**config.mk**
```make
export PLATFORM = sky130hd
export DESIGN_NAME = pe_delay_line
export DESIGN_NICKNAME = d
export VERILOG_FILES = /design/src/rtl/pe_pkg.sv /design/src/rtl/pe_delay_stage.sv /design/src/rtl/pe_delay_line.sv
export SDC_FILE = /design/constraint.sdc
export NUM_CORES = 1
export LEC_CHECK = 0
export BUFFER_PORTS_ARGS = -buffer_cell sky130_fd_sc_hd__buf_2
export CAP_MARGIN = 40
export CORE_MARGIN = 8
export CORE_UTILIZATION = 59
export DETAILED_ROUTE_END_ITERATION = 16
export GPL_TIMING_DRIVEN = 0
export PLACE_DENSITY = 0.84
export SLEW_MARGIN = 15
export SYNTH_ARGS = -nofsm -noshare
export SYNTH_HDL_FRONTEND = slang
export SYNTH_HIERARCHICAL = 1
export SYNTH_SLANG_ARGS = --single-unit
```
**constraint.sdc**
```tcl
create_clock -name clk -period 2.4 [get_ports clk]
set_input_delay 0.12 -clock clk [delete_from_list [all_inputs] [get_ports clk]]
set_output_delay 0.12 -clock clk [all_outputs]
set_load 0.05 [all_outputs]
```
**src/rtl/pe_pkg.sv**
```systemverilog
// Shared constants and types for the PE array datapath blocks.
package pe_pkg;

   // Default width of one lane of a PE operand bus.
   localparam int LANE_W = 16;

   // Default number of lanes carried by one operand bus.
   localparam int PE_LANES = 4;

   // Default skew depth used by the delay lines feeding the PE columns.
   localparam int PE_SKEW_DEPTH = 4;

   // Lane-indexed view of a flat operand bus: element i is bits [i*LANE_W +: LANE_W].
   typedef logic [PE_LANES-1:0][LANE_W-1:0] lanes_t;

endpackage

```
**src/rtl/pe_delay_stage.sv**
```systemverilog
// One register stage of the PE delay line: a valid bit plus a full lane bundle.
// Invalid beats are stored as all-zero data so downstream adders need no gating.
module pe_delay_stage
   import pe_pkg::*;
#(
   parameter int DATA_WIDTH = LANE_W,
   parameter int LANES      = PE_LANES
) (
   input  logic                        clk,
   input  logic                        rst,
   input  logic                        flush,
   input  logic                        ena,
   input  logic                        in_valid,
   input  logic [LANES*DATA_WIDTH-1:0] in_data,
   output logic                        out_valid,
   output logic [LANES*DATA_WIDTH-1:0] out_data
);

   logic                        valid_d, valid_q;
   logic [LANES*DATA_WIDTH-1:0] data_d,  data_q;

   // Next stage contents: flush clears, enable loads (zeroing invalid data), otherwise hold.
   always_comb begin
      valid_d = valid_q;
      data_d  = data_q;
      if (flush) begin
         valid_d = 1'b0;
         data_d  = '0;
      end else if (ena) begin
         valid_d = in_valid;
         data_d  = in_valid ? in_data : '0;
      end
   end

   // Stage register with synchronous reset taking priority over everything else.
   always_ff @(posedge clk) begin
      if (rst) begin
         valid_q <= 1'b0;
         data_q  <= '0;
      end else begin
         valid_q <= valid_d;
         data_q  <= data_d;
      end
   end

   assign out_valid = valid_q;
   assign out_data  = data_q;

endmodule

```
**src/rtl/pe_delay_line.sv**
```systemverilog
// Multi-lane, multi-stage delay line with stall, flush, run-time tap select
// and an in-flight beat counter. Used to skew operand buses into the PE columns.
module pe_delay_line
   import pe_pkg::*;
#(
   parameter int DATA_WIDTH = LANE_W,
   parameter int LANES      = PE_LANES,
   parameter int DEPTH      = PE_SKEW_DEPTH,
   parameter int TAP_W      = (DEPTH > 1) ? $clog2(DEPTH) : 1,
   parameter int CNT_W      = $clog2(DEPTH + 1)
) (
   input  logic                        clk,
   input  logic                        rst,
   input  logic                        ena,
   input  logic                        flush,
   input  logic                        in_valid,
   input  logic [LANES*DATA_WIDTH-1:0] in_data,
   input  logic [TAP_W-1:0]            tap_sel,
   output logic                        out_valid,
   output logic [LANES*DATA_WIDTH-1:0] out_data,
   output logic [CNT_W-1:0]            occupancy
);

   localparam int BUS_W = LANES * DATA_WIDTH;

   logic [DEPTH-1:0] v;
   logic [BUS_W-1:0] d [DEPTH];
   logic [CNT_W-1:0] occ_d, occ_q;
   logic [31:0]      tap_idx;

   for (genvar k = 0; k < DEPTH; k++) begin : g_stage
      logic             stage_in_valid;
      logic [BUS_W-1:0] stage_in_data;

      if (k == 0) begin : g_head
         assign stage_in_valid = in_valid;
         assign stage_in_data  = in_data;
      end else begin : g_body
         assign stage_in_valid = v[k-1];
         assign stage_in_data  = d[k-1];
      end

      pe_delay_stage #(
         .DATA_WIDTH (DATA_WIDTH),
         .LANES      (LANES)
      ) u_stage (
         .clk       (clk),
         .rst       (rst),
         .flush     (flush),
         .ena       (ena),
         .in_valid  (stage_in_valid),
         .in_data   (stage_in_data),
         .out_valid (v[k]),
         .out_data  (d[k])
      );
   end

   // Output tap: clamp out-of-range selects to the last stage, then pick that stage.
   always_comb begin
      tap_idx   = 32'(tap_sel);
      if (tap_idx > 32'(DEPTH - 1)) begin
         tap_idx = 32'(DEPTH - 1);
      end
      out_valid = v[0];
      out_data  = d[0];
      for (int k = 1; k < DEPTH; k++) begin
         if (tap_idx == 32'(k)) begin
            out_valid = v[k];
            out_data  = d[k];
         end
      end
   end

   // In-flight count: a beat enters with in_valid and leaves when the last stage shifts out.
   always_comb begin
      occ_d = occ_q;
      if (flush) begin
         occ_d = '0;
      end else if (ena) begin
         occ_d = occ_q + CNT_W'(in_valid) - CNT_W'(v[DEPTH-1]);
      end
   end

   // Occupancy register, cleared by synchronous reset.
   always_ff @(posedge clk) begin
      if (rst) begin
         occ_q <= '0;
      end else begin
         occ_q <= occ_d;
      end
   end

   assign occupancy = occ_q;

endmodule

```
==> impl_metrics.tcl, run 1 <==
set metrics [dict create \
    syn_area_mm2 0.0127 \
    cp_common_cell "inv_1" \
    synth_compound_area_share_pct 16.2 \
    combPwrFrac_pct 9.0 \
    synth.top_cell.area_share_pct 41.3 \
    wl_met1_mm 15.1 \
    seqPwrFrac_pct 45.1 \
    grt_antenna_before_repair 2 \
    rsz0062_at_grt "no" \
    switching_share_pct 23.5 \
    cpMaxStageDelayCell "a2111oi_0" \
    period_minus_slack_ns 2.23 \
    grtUsageTotal_pct 26.8 \
    dieArea_mm2 0.0266 \
    yosysWarnings 6 \
    grt_pass1_wl_mm 58.0 \
    cts_resized 0 \
    synth_edf_count 0 \
    critPathTopFamily "adder cells" \
    vias_per_cell 5.93 \
    num_vias 10566 \
    dp_hpwl_mm 23.3 \
    tns_ns 0 \
    post_drt_wl_per_cell_um 20.5 \
    wl_met3_mm 2.86 \
    num-fill-cells 1487 \
    path_clk_slew_ns 0.06 \
    peakVddDrop_mv 0.550 \
    dpl_cell_area_mm2 0.0138 \
    dr_wl_met2_mm 17.3 \
    internal_power_w 0.00749 \
    ys_ff_latch 263 \
    crit_path_cell_trace "inv_1 > ha_1 > inv_1 > ha_1 > inv_1 > fa_1 > xor2_1 > a2111oi_0 > a31o_2" \
    p_per_area_mw_per_mm2 635 \
    clock_skew_ns 0.0111 \
    post-place-ws_ns 0.236 \
    synth_top_family_by_area "simple AND/OR/NAND/NOR gates" \
    p_leak_nw 5.13 \
    routabilityCongestion 0.824 \
    cp_max_fo 3 \
    clkSinkCount 263 \
    layout_commonest_cell "dfxtp_1" \
    postCtsSetupBuffers 0 \
    start_kind "register" \
    synth_top_cell_by_area "dfxtp_1" \
    nets 1556 \
    ant_nets 0 \
    start_util_pct 60.4 \
    finalCritPeriodShare_pct 92.8 \
    slew_headroom_pct 59.8 \
    synth_simple_gate_area_share_pct 23.0 \
    grt_overflow 0 \
    setup-violations-final 0 \
    synthAdderAreaFrac_pct 0.354 \
    worst-path-buf-inv 3 \
    syn_area_per_cell_um2 10.2 \
    status "finished, final reports clean" \
    final_cell_mix "263 x dfxtp_1, 256 x nand2b_1, 256 x nand3_1, 200 x a21oi_2, 198 x buf_2" \
    cts_tree "built" \
    worst-setup-path-type "reg2reg" \
    slew_viol_final 0 \
    worst_slack_ns 0.172 \
    synth_ff_type "dfxtp_1" \
    area_growth_syn_to_layout_pct 20.9 \
    fp.dieW_um 163 \
    clkPwrFrac_pct 45.9 \
    grt_pass1_vias 11125 \
    yosysSeqAreaShare_pct 41.3 \
    synth_area_leaders "dfxtp_1 41%, a21oi_2 14%, nand2b_1 13%" \
    critPathRequiredTime_ns 2.88 \
    drive_gt1_share_pct 37.3 \
    utilization_pct 73.1 \
    cts_root_buffer "clkbuf_16" \
    final-seq-area_mm2 0.00527 \
    dieHeight_um 163 \
    async_flop_share_pct 0 \
    stdcell_area_mm2 0.0154 \
    multi_input_area_mm2 0.00656 \
    fp-row-count 53 \
    wl_mm 36.5 \
    synth_cells 1249 \
    drc 0 \
    io_pins 139 \
    grt_max_degree 18 \
    drtIter0Drc 838 \
    synthesis.nets 1323 \
    worstPathArrival_ns 2.71 \
    p_sw_w 0.00230 \
    dr.pass1.iters 5 \
    cts_htree_levels 1 \
    critPathMaxStageDelay_ns 0.49 \
    tightest_slew_ns 0.602 \
    synth.distinct_cells 21 \
    insertion_delay_ns 0.54 \
    io_buffers 136 \
    yosys.area_share.xor_xnor_pct 0.0687 \
    top_layer_used "met4" \
    max_freq_mhz 449 \
    finalHoldViolCount 0 \
    end_kind "register" \
    synthMuxAreaShare_pct 11.9 \
    core_area_mm2 0.0211 \
    clockBufferDepth 3 \
    cts-buffers-inserted 28 \
    hp-class "in2reg" \
    maxCapViolCount 0 \
]
-- cells in the mapped netlist, drive strengths merged, types with 2 or more instances --
cell     number
inv           4
buf         113
nor3          2
or2           4
nand3       256
nand2b      256
a21oi       256
dfxtp       263
nor2          5
ha            2
clkbuf       13
a2111oi       2
mux4         65
mux2i         5
-- power by group through the flow --
stage               Clock, W  Combinational (W)  Sequential (W)
detailed placement         0           0.000775         0.00451
floorplan                  0           0.000535         0.00451
global placement           0           0.000769         0.00451
finish               0.00450           0.000882         0.00441
global route         0.00470           0.000925         0.00441
CTS                  0.00453           0.000862         0.00441
-- through the flow --
step	cells	power, W	hold WS (ns)
finish	1781	0.00979	0.0231
global route	1778	0.0100	0.0484
CTS	1776	0.00980	0.0116
detailed placement	1660	0.00528	0.394
global placement	1660	0.00528	0.384
floorplan	1249	0.00504	0.197
-- sequential cells by signal, indices dropped and copies added (netlist names) --
name	flops
g_stage.u_stage/out_data	256
occupancy	3
g_stage.u_stage/out_valid	4
-- kinds of logic after synthesis --
family	count (synthesis)
compound gates	259
simple gates	523
fa+ha+maj	3
flops	263
mux	70
xor+xnor	1
buf+inv	130
-- worst min-delay path: stages --
cell and delay, ns:
buf_2 0.21, nor2_1 0.12, a2111oi_0 0.06
-- what timing repair did --
action,in CTS,in global routing
setup endpoints to repair,0,0
hold buffers,67,0
endpoints found under the hold margin,66,0
-- path summary, 6_finish.rpt --
path	slack, ns	end	depth (start not counted)	start
worst max register to register	0.17	occupancy[2]	9	occupancy[0]
worst min-delay path	0.02	occupancy[1]	3	ena
worst min register to register	0.47	g_stage[3].u_stage/out_data[53]	2	g_stage[3].u_stage/out_data[53]
worst max-delay path	0.17	occupancy[2]	9	occupancy[0]
-- layer usage --
metal | GRT usage, % | up-vias
met1 | 34.4 | 5137
met5 | 0 | -
met2 | 44.2 | 480
li1 | - | 4860
met3 | 4.60 | 89
met4 | 10.8 | 0
-- area by class of cell --
class / count / area share (%)
well taps: 275 / 2.23
repair buffers: 203 / 8.77
plain buffers: 126 / 5.83
flip-flops and latches: 263 / 34.2
multi-input cells: 856 / 42.6
inverters: 4 / 0.0974
clock buffers: 40 / 5.43
diodes: 5 / 0.0812
clock inverters: 9 / 0.796
Note: power is estimated with default switching activity, not from simulation.
==> run 2: changes to the inputs <==
--- a/config.mk
+++ b/config.mk
@@ -11,7 +11,8 @@
 export CORE_UTILIZATION = 59
 export DETAILED_ROUTE_END_ITERATION = 16
 export GPL_TIMING_DRIVEN = 0
-export PLACE_DENSITY = 0.84
+export PLACE_DENSITY = 0.79
+export REMOVE_ABC_BUFFERS = 1
 export SLEW_MARGIN = 15
 export SYNTH_ARGS = -nofsm -noshare
 export SYNTH_HDL_FRONTEND = slang
==> run 2 against run 1 <==
  * Worst hold slack better by 0.25 ns
  * Sequential power barely moved
  * Combinational power shrank 15%
  * Via count shrank 10%
  * Critical path depth fell by 6
  * Critical path type is now reg2out
  * Final cell count fell by 6.5%
==> impl_metrics.tcl, run 2 (synthesized netlist as in run 1, its figures left out) <==
set metrics [dict create \
    status "finished, final reports clean" \
    grt_antenna_before_repair 0 \
    drive_gt1_share_pct 33.2 \
    hp-start "in_valid" \
    grt_max_degree 193 \
    drc 0 \
    wl_mm 30.3 \
    peakVddDrop_mv 0.486 \
    p_leak_nw 4.66 \
    cts_tree "built" \
    insertion_delay_ns 0.52 \
    seqPwrFrac_pct 47.9 \
    p_total_w 0.00921 \
    clockBufferDepth 3 \
    dp_hpwl_mm 16.7 \
    grtUsageTotal_pct 22.5 \
    wl_met1_mm 13.7 \
    cts_root_buffer "clkbuf_16" \
    r2r_cells 9 \
    critPathMaxStageDelay_ns 0.62 \
    setup-violations-final 0 \
    crit_path_cell_trace "buf_12 > mux4_2 > buf_2" \
    fp.dieW_um 163 \
    hold_end "g_stage[0].u_stage/out_data[58]" \
    clkPwrFrac_pct 44.0 \
    critPathTopFamily "flip-flops" \
    final_cell_mix "260 x dfxtp_1, 256 x nand2b_1, 256 x nand3_1, 200 x a21oi_2, 134 x buf_2" \
    switching_share_pct 23.0 \
    nets 1446 \
    end_kind "output pin" \
    worst-setup-path-type "reg2out" \
    slew_viol_final 0 \
    combPwrFrac_pct 8.1 \
    vias_per_cell 5.69 \
    start_util_pct 60.4 \
    start_kind "register" \
    clock_skew_ns 0.00669 \
    tns_ns 0 \
    dieArea_mm2 0.0266 \
    num-fill-cells 1583 \
    grt_overflow 0 \
    top_layer_used "met4" \
    cpMaxStageDelayCell "dfxtp_4" \
    whs_path_depth 3 \
    r2r-end "occupancy[2]" \
    slew_headroom_pct 43.3 \
    critPathLaunch "g_stage[0].u_stage/out_valid" \
    dr_wl_met2_mm 14.7 \
    critPathRequiredTime_ns 2.28 \
    dr.pass1.iters 5 \
    io_pins 139 \
    cp_max_fo 39 \
    max_freq_mhz 476 \
    area_growth_syn_to_layout_pct 15.9 \
    maxCapViolCount 0 \
    path_clk_slew_ns 0.06 \
    num_vias 9475 \
    tightest_slew_ns 0.851 \
    worst-path-buf-inv 2 \
    cts-buffers-inserted 27 \
    grt_pass1_vias 9605 \
    rsz0062_at_grt "no" \
    layout_commonest_cell "dfxtp_1" \
    cts_htree_levels 1 \
    worst_slack_ns 0.300 \
    hp-class "in2reg" \
    period_minus_slack_ns 2.10 \
    io_buffers 138 \
    reg2reg_from "occupancy[0]" \
    drtIter0Drc 714 \
    fp-row-count 53 \
    ant_nets 0 \
    finalHoldViolCount 0 \
    largest_register_ffs 256 \
    p_per_area_mw_per_mm2 624 \
    dieHeight_um 163 \
    routabilityCongestion 0.730 \
    post_drt_wl_per_cell_um 18.2 \
    internal_power_w 0.00709 \
    clkSinkCount 263 \
    finalCritPeriodShare_pct 87.5 \
    diodes 0 \
    post-place-ws_ns 0.134 \
    worstPathArrival_ns 1.98 \
    core_area_mm2 0.0211 \
    rrSetupSlack_ns 0.34 \
    wl_met3_mm 1.35 \
    p_sw_w 0.00212 \
    postCtsSetupBuffers 0 \
    grt_pass1_wl_mm 49.6 \
]
-- run 2: cell count changes in the layout (fill, tap and decap cells not counted), moves of 3 or more --
cell | previous run | this run
clkbuf_1 | 17 | 8
buf_4 | 21 | 2
dfxtp_1 | 263 | 260
buf_6 | 25 | 1
or2_1 | 4 | 0
dlygate4sd3_1 | 67 | 70
buf_2 | 198 | 134
dfxtp_4 | 0 | 3
buf_16 | 0 | 7
or2_4 | 0 | 4
diode_2 | 5 | 0
-- run 2: what timing repair did --
item                                    CTS  global route
hold buffers                             71             0
endpoints found under the hold margin    67             0
gates resized for setup                   0             1
endpoints found under the setup margin    0             1
-- run 2: worst reg2reg max path, cell delays in order, from the launching register on --
cell and delay [ns]:
dfxtp_1 0.34, inv_1 0.05, ha_1 0.28, inv_1 0.06
ha_1 0.12, inv_1 0.05, fa_1 0.39, xor2_1 0.16
a2111oi_0 0.39, a31o_2 0.16
-- run 2: final cells by class --
cell class                 count  area (um^2)  area share, %
timing repair buffer         220         1710           11.5
inverter                       4         15.0          0.102
clock buffer                  42          802           5.43
sequential                   263         5280           35.7
multi-input combinational    856         6570           44.5
tap                          275          344           2.33
clock inverter                 5         50.0          0.339
-- run 2: power groups by stage --
stage	clock [W]	combinational (W)	sequential (W)
final	0.00405	0.000748	0.00441
after global routing	0.00430	0.000799	0.00441
after CTS	0.00412	0.000745	0.00441
after detailed placement	0	0.000658	0.00451
after global placement	0	0.000637	0.00452
after floorplan	0	0.000290	0.00451
-- run 2: routing by layer --
metal	global-route usage, %	vias up
met2	37.8	222
met3	3.24	44
met1	30.0	4586
met4	5.38	0
met5	0	-
li1	-	4623
-- run 2: worst max path at each step --
stage,end,slack (ns),depth (start not counted)
2_1_floorplan,occupancy[2],0.03,9
3_3_place_gp,g_stage[0].u_stage/out_data[49],-3.79,3
3_5_place_dp,occupancy[2],0.13,7
4_1_cts,occupancy[1],0.05,8
5_1_grt,occupancy[2],0.22,9
6_report,out_valid,0.30,3
-- run 2: stage by stage --
step	utilization (%)	area [um^2]	hold WS [ns]	cells
global route	70.0	14800	0.315	1665
CTS	70.1	14800	0.259	1666
floorplan	-	11800	0.197	1123
finish	70.0	14800	0.268	1665
detailed placement	62.7	13200	0.400	1548
global placement	61.1	12900	0.376	1536
==> run 3: changes to the inputs <==
--- a/config.mk
+++ b/config.mk
@@ -12,6 +12,7 @@
 export DETAILED_ROUTE_END_ITERATION = 16
 export GPL_TIMING_DRIVEN = 0
 export PLACE_DENSITY = 0.79
+export RECOVER_POWER = 25
 export REMOVE_ABC_BUFFERS = 1
 export SLEW_MARGIN = 15
 export SYNTH_ARGS = -nofsm -noshare
==> run 3 against run 2 <==
  * First-iteration DRC count fell by 6.3%
  * Clock power barely moved
  * Combinational power fell by 2%
  * Core utilization fell by 0.85 points
  * Design area fell by 1.2%
  * Non-clock buffer count did not move
  * Die area did not move
  * Worst hold slack improved by 0.0039 ns
  * Sequential share of layout area rose by 0.44 points
  * Routed wire length barely moved
  * Register-to-register slack barely moved
  * Critical path type is now in2reg
  * Critical endpoint is now g_stage[1].u_stage/out_data[3]
  * Largest cell class unchanged
  * Highest routed layer unchanged
==> impl_metrics.tcl, run 3 (synthesized netlist as in run 1, its figures left out) <==
set metrics [dict create \
    status "finished, final reports clean" \
    layout_commonest_cell "dfxtp_1" \
    grt_antenna_before_repair 0 \
    clock_skew_ns 0.00714 \
    p_leak_nw 4.62 \
    insertion_delay_ns 0.53 \
    ant_nets 0 \
    cpMaxStageDelayCell "clkbuf_4" \
    area_growth_syn_to_layout_pct 14.5 \
    postCtsSetupBuffers 0 \
    finalHoldViolCount 0 \
    start_util_pct 60.4 \
    period_minus_slack_ns 2.14 \
    start_kind "primary input" \
    post_drt_wl_per_cell_um 18.2 \
    nets 1446 \
    dieArea_mm2 0.0266 \
    rrSetupSlack_ns 0.34 \
    fp.dieW_um 163 \
    final_cells 1665 \
    worst-setup-path-type "in2reg" \
    cp-endpoint "g_stage[1].u_stage/out_data[3]" \
    vias_per_cell 5.70 \
    reg2reg_from "occupancy[0]" \
    core_area_mm2 0.0211 \
    cts_htree_levels 1 \
    path_clk_slew_ns 0.06 \
    rsz0062_at_grt "no" \
    drive_gt1_share_pct 30.7 \
    max_freq_mhz 468 \
    io_buffers 138 \
    finalCritPeriodShare_pct 89.0 \
    cp_max_fo 39 \
    drtIter0Drc 669 \
    routabilityCongestion 0.730 \
    final_cell_mix "260 x dfxtp_1, 256 x nand2b_1, 256 x nand3_1, 168 x a21oi_2, 131 x buf_2" \
    cts_tree "built" \
    largest_register_ffs 256 \
    fp-row-count 53 \
    hp-class "in2reg" \
    critPathLaunch "flush" \
    critPathRequiredTime_ns 2.77 \
    num-fill-cells 1633 \
    cts_root_buffer "clkbuf_16" \
    critPathMaxStageDelay_ns 0.76 \
    worstPathArrival_ns 2.50 \
    p_per_area_mw_per_mm2 631 \
    r2r-end "occupancy[2]" \
    whs_path_depth 3 \
    p_total_w 0.00920 \
    slew_viol_final 0 \
    dieHeight_um 163 \
    peakVddDrop_mv 0.484 \
    clkSinkCount 263 \
    setup-violations-final 0 \
    drc 0 \
    grt_pass1_wl_mm 49.6 \
    dp_hpwl_mm 16.7 \
    grtUsageTotal_pct 22.5 \
    multi_input_area_mm2 0.00645 \
    tightest_slew_ns 1.12 \
    dr.pass1.iters 5 \
    end_kind "register" \
    cts-buffers-inserted 27 \
    crit_path_cell_trace "dlygate4sd3_1 > buf_2 > or2_2 > clkbuf_4 > a21oi_1" \
    grt_max_degree 193 \
    io_pins 139 \
    maxCapViolCount 0 \
    slew_headroom_pct 25.1 \
    dp.cells 1548 \
    grt_overflow 0 \
    diodes 0 \
    num_vias 9490 \
    clockBufferDepth 3 \
    final-seq-area_mm2 0.00528 \
    grt_pass1_vias 9605 \
    wl_mm 30.3 \
    r2r_cells 9 \
]
==> run 3: cell types whose count changed in the layout (fill, tap and decap cells not counted) <==
cell and change:
a21oi_1 +32, a21oi_2 -32, buf_12 -1, buf_16 -2, buf_2 -3, buf_6 +1
clkbuf_1 +3, clkbuf_4 +2, or2_2 +3, or2_4 -3
==> run 3: layer usage <==
| metal | part of all wire, % | GRT usage [%] |
|---|---|---|
| met5 | 0 | 0 |
| met4 | 1.9 | 5.38 |
| met3 | 4.7 | 3.24 |
| met2 | 48 | 37.8 |
| met1 | 45 | 30.0 |
==> run 3: worst min-delay path by stage <==
stage	start	end	slack, ns
after global routing	in_valid	g_stage[0].u_stage/out_data[62]	0.31
after floorplan	rst	occupancy[0]	0.20
final	in_valid	g_stage[0].u_stage/out_data[58]	0.27
after global placement	rst	occupancy[0]	0.38
after CTS	in_valid	g_stage[0].u_stage/out_data[58]	0.26
after detailed placement	rst	occupancy[0]	0.40
==> run 3: worst max-delay path, delay by kind of cell <==
kind / cells / cell delay [ns]
buffers and inverters: 3 / 1.49
AND/OR/NAND/NOR: 1 / 0.75
AO/OA/AOI/OAI: 1 / 0.13
==> run 3: stage by stage <==
| step | util (%) | hold slack, ns | worst slack [ns] | cell area, um^2 | setup TNS [ns] |
|---|---|---|---|---|---|
| after floorplan | - | 0.197 | 0.0336 | 11800 | 0 |
| after global placement | 61.1 | 0.376 | -3.79 | 12900 | -930.96 |
| after detailed placement | 62.7 | 0.400 | 0.134 | 13200 | 0 |
| after CTS | 70.1 | 0.259 | 0.0473 | 14800 | 0 |
| after global routing | 69.2 | 0.315 | 0.160 | 14600 | 0 |
| final | 69.2 | 0.272 | 0.265 | 14600 | 0 |
==> run 3: cell type report <==
| class | instances | share of cell area (%) |
|---|---|---|
| clock buffers | 42 | 5.50 |
| well taps | 275 | 2.36 |
| inverters | 4 | 0.103 |
| flip-flops and latches | 263 | 36.2 |
| clock inverters | 5 | 0.343 |
| repair buffers | 220 | 11.3 |
| multi-input cells | 856 | 44.2 |
==> run 3: timing repair <==
item / in CTS / in global routing
endpoints found under the setup margin: 0 / 1
gates resized for setup: 0 / 1
hold buffers: 71 / 0
endpoints found under the hold margin: 67 / 0
==> run 3: where the power goes <==
part | switching, W | total (W) | internal [W]
registers | 0.0000262 | 0.00441 | 0.00439
logic | 0.000422 | 0.000730 | 0.000308
clock network | 0.00168 | 0.00406 | 0.00238
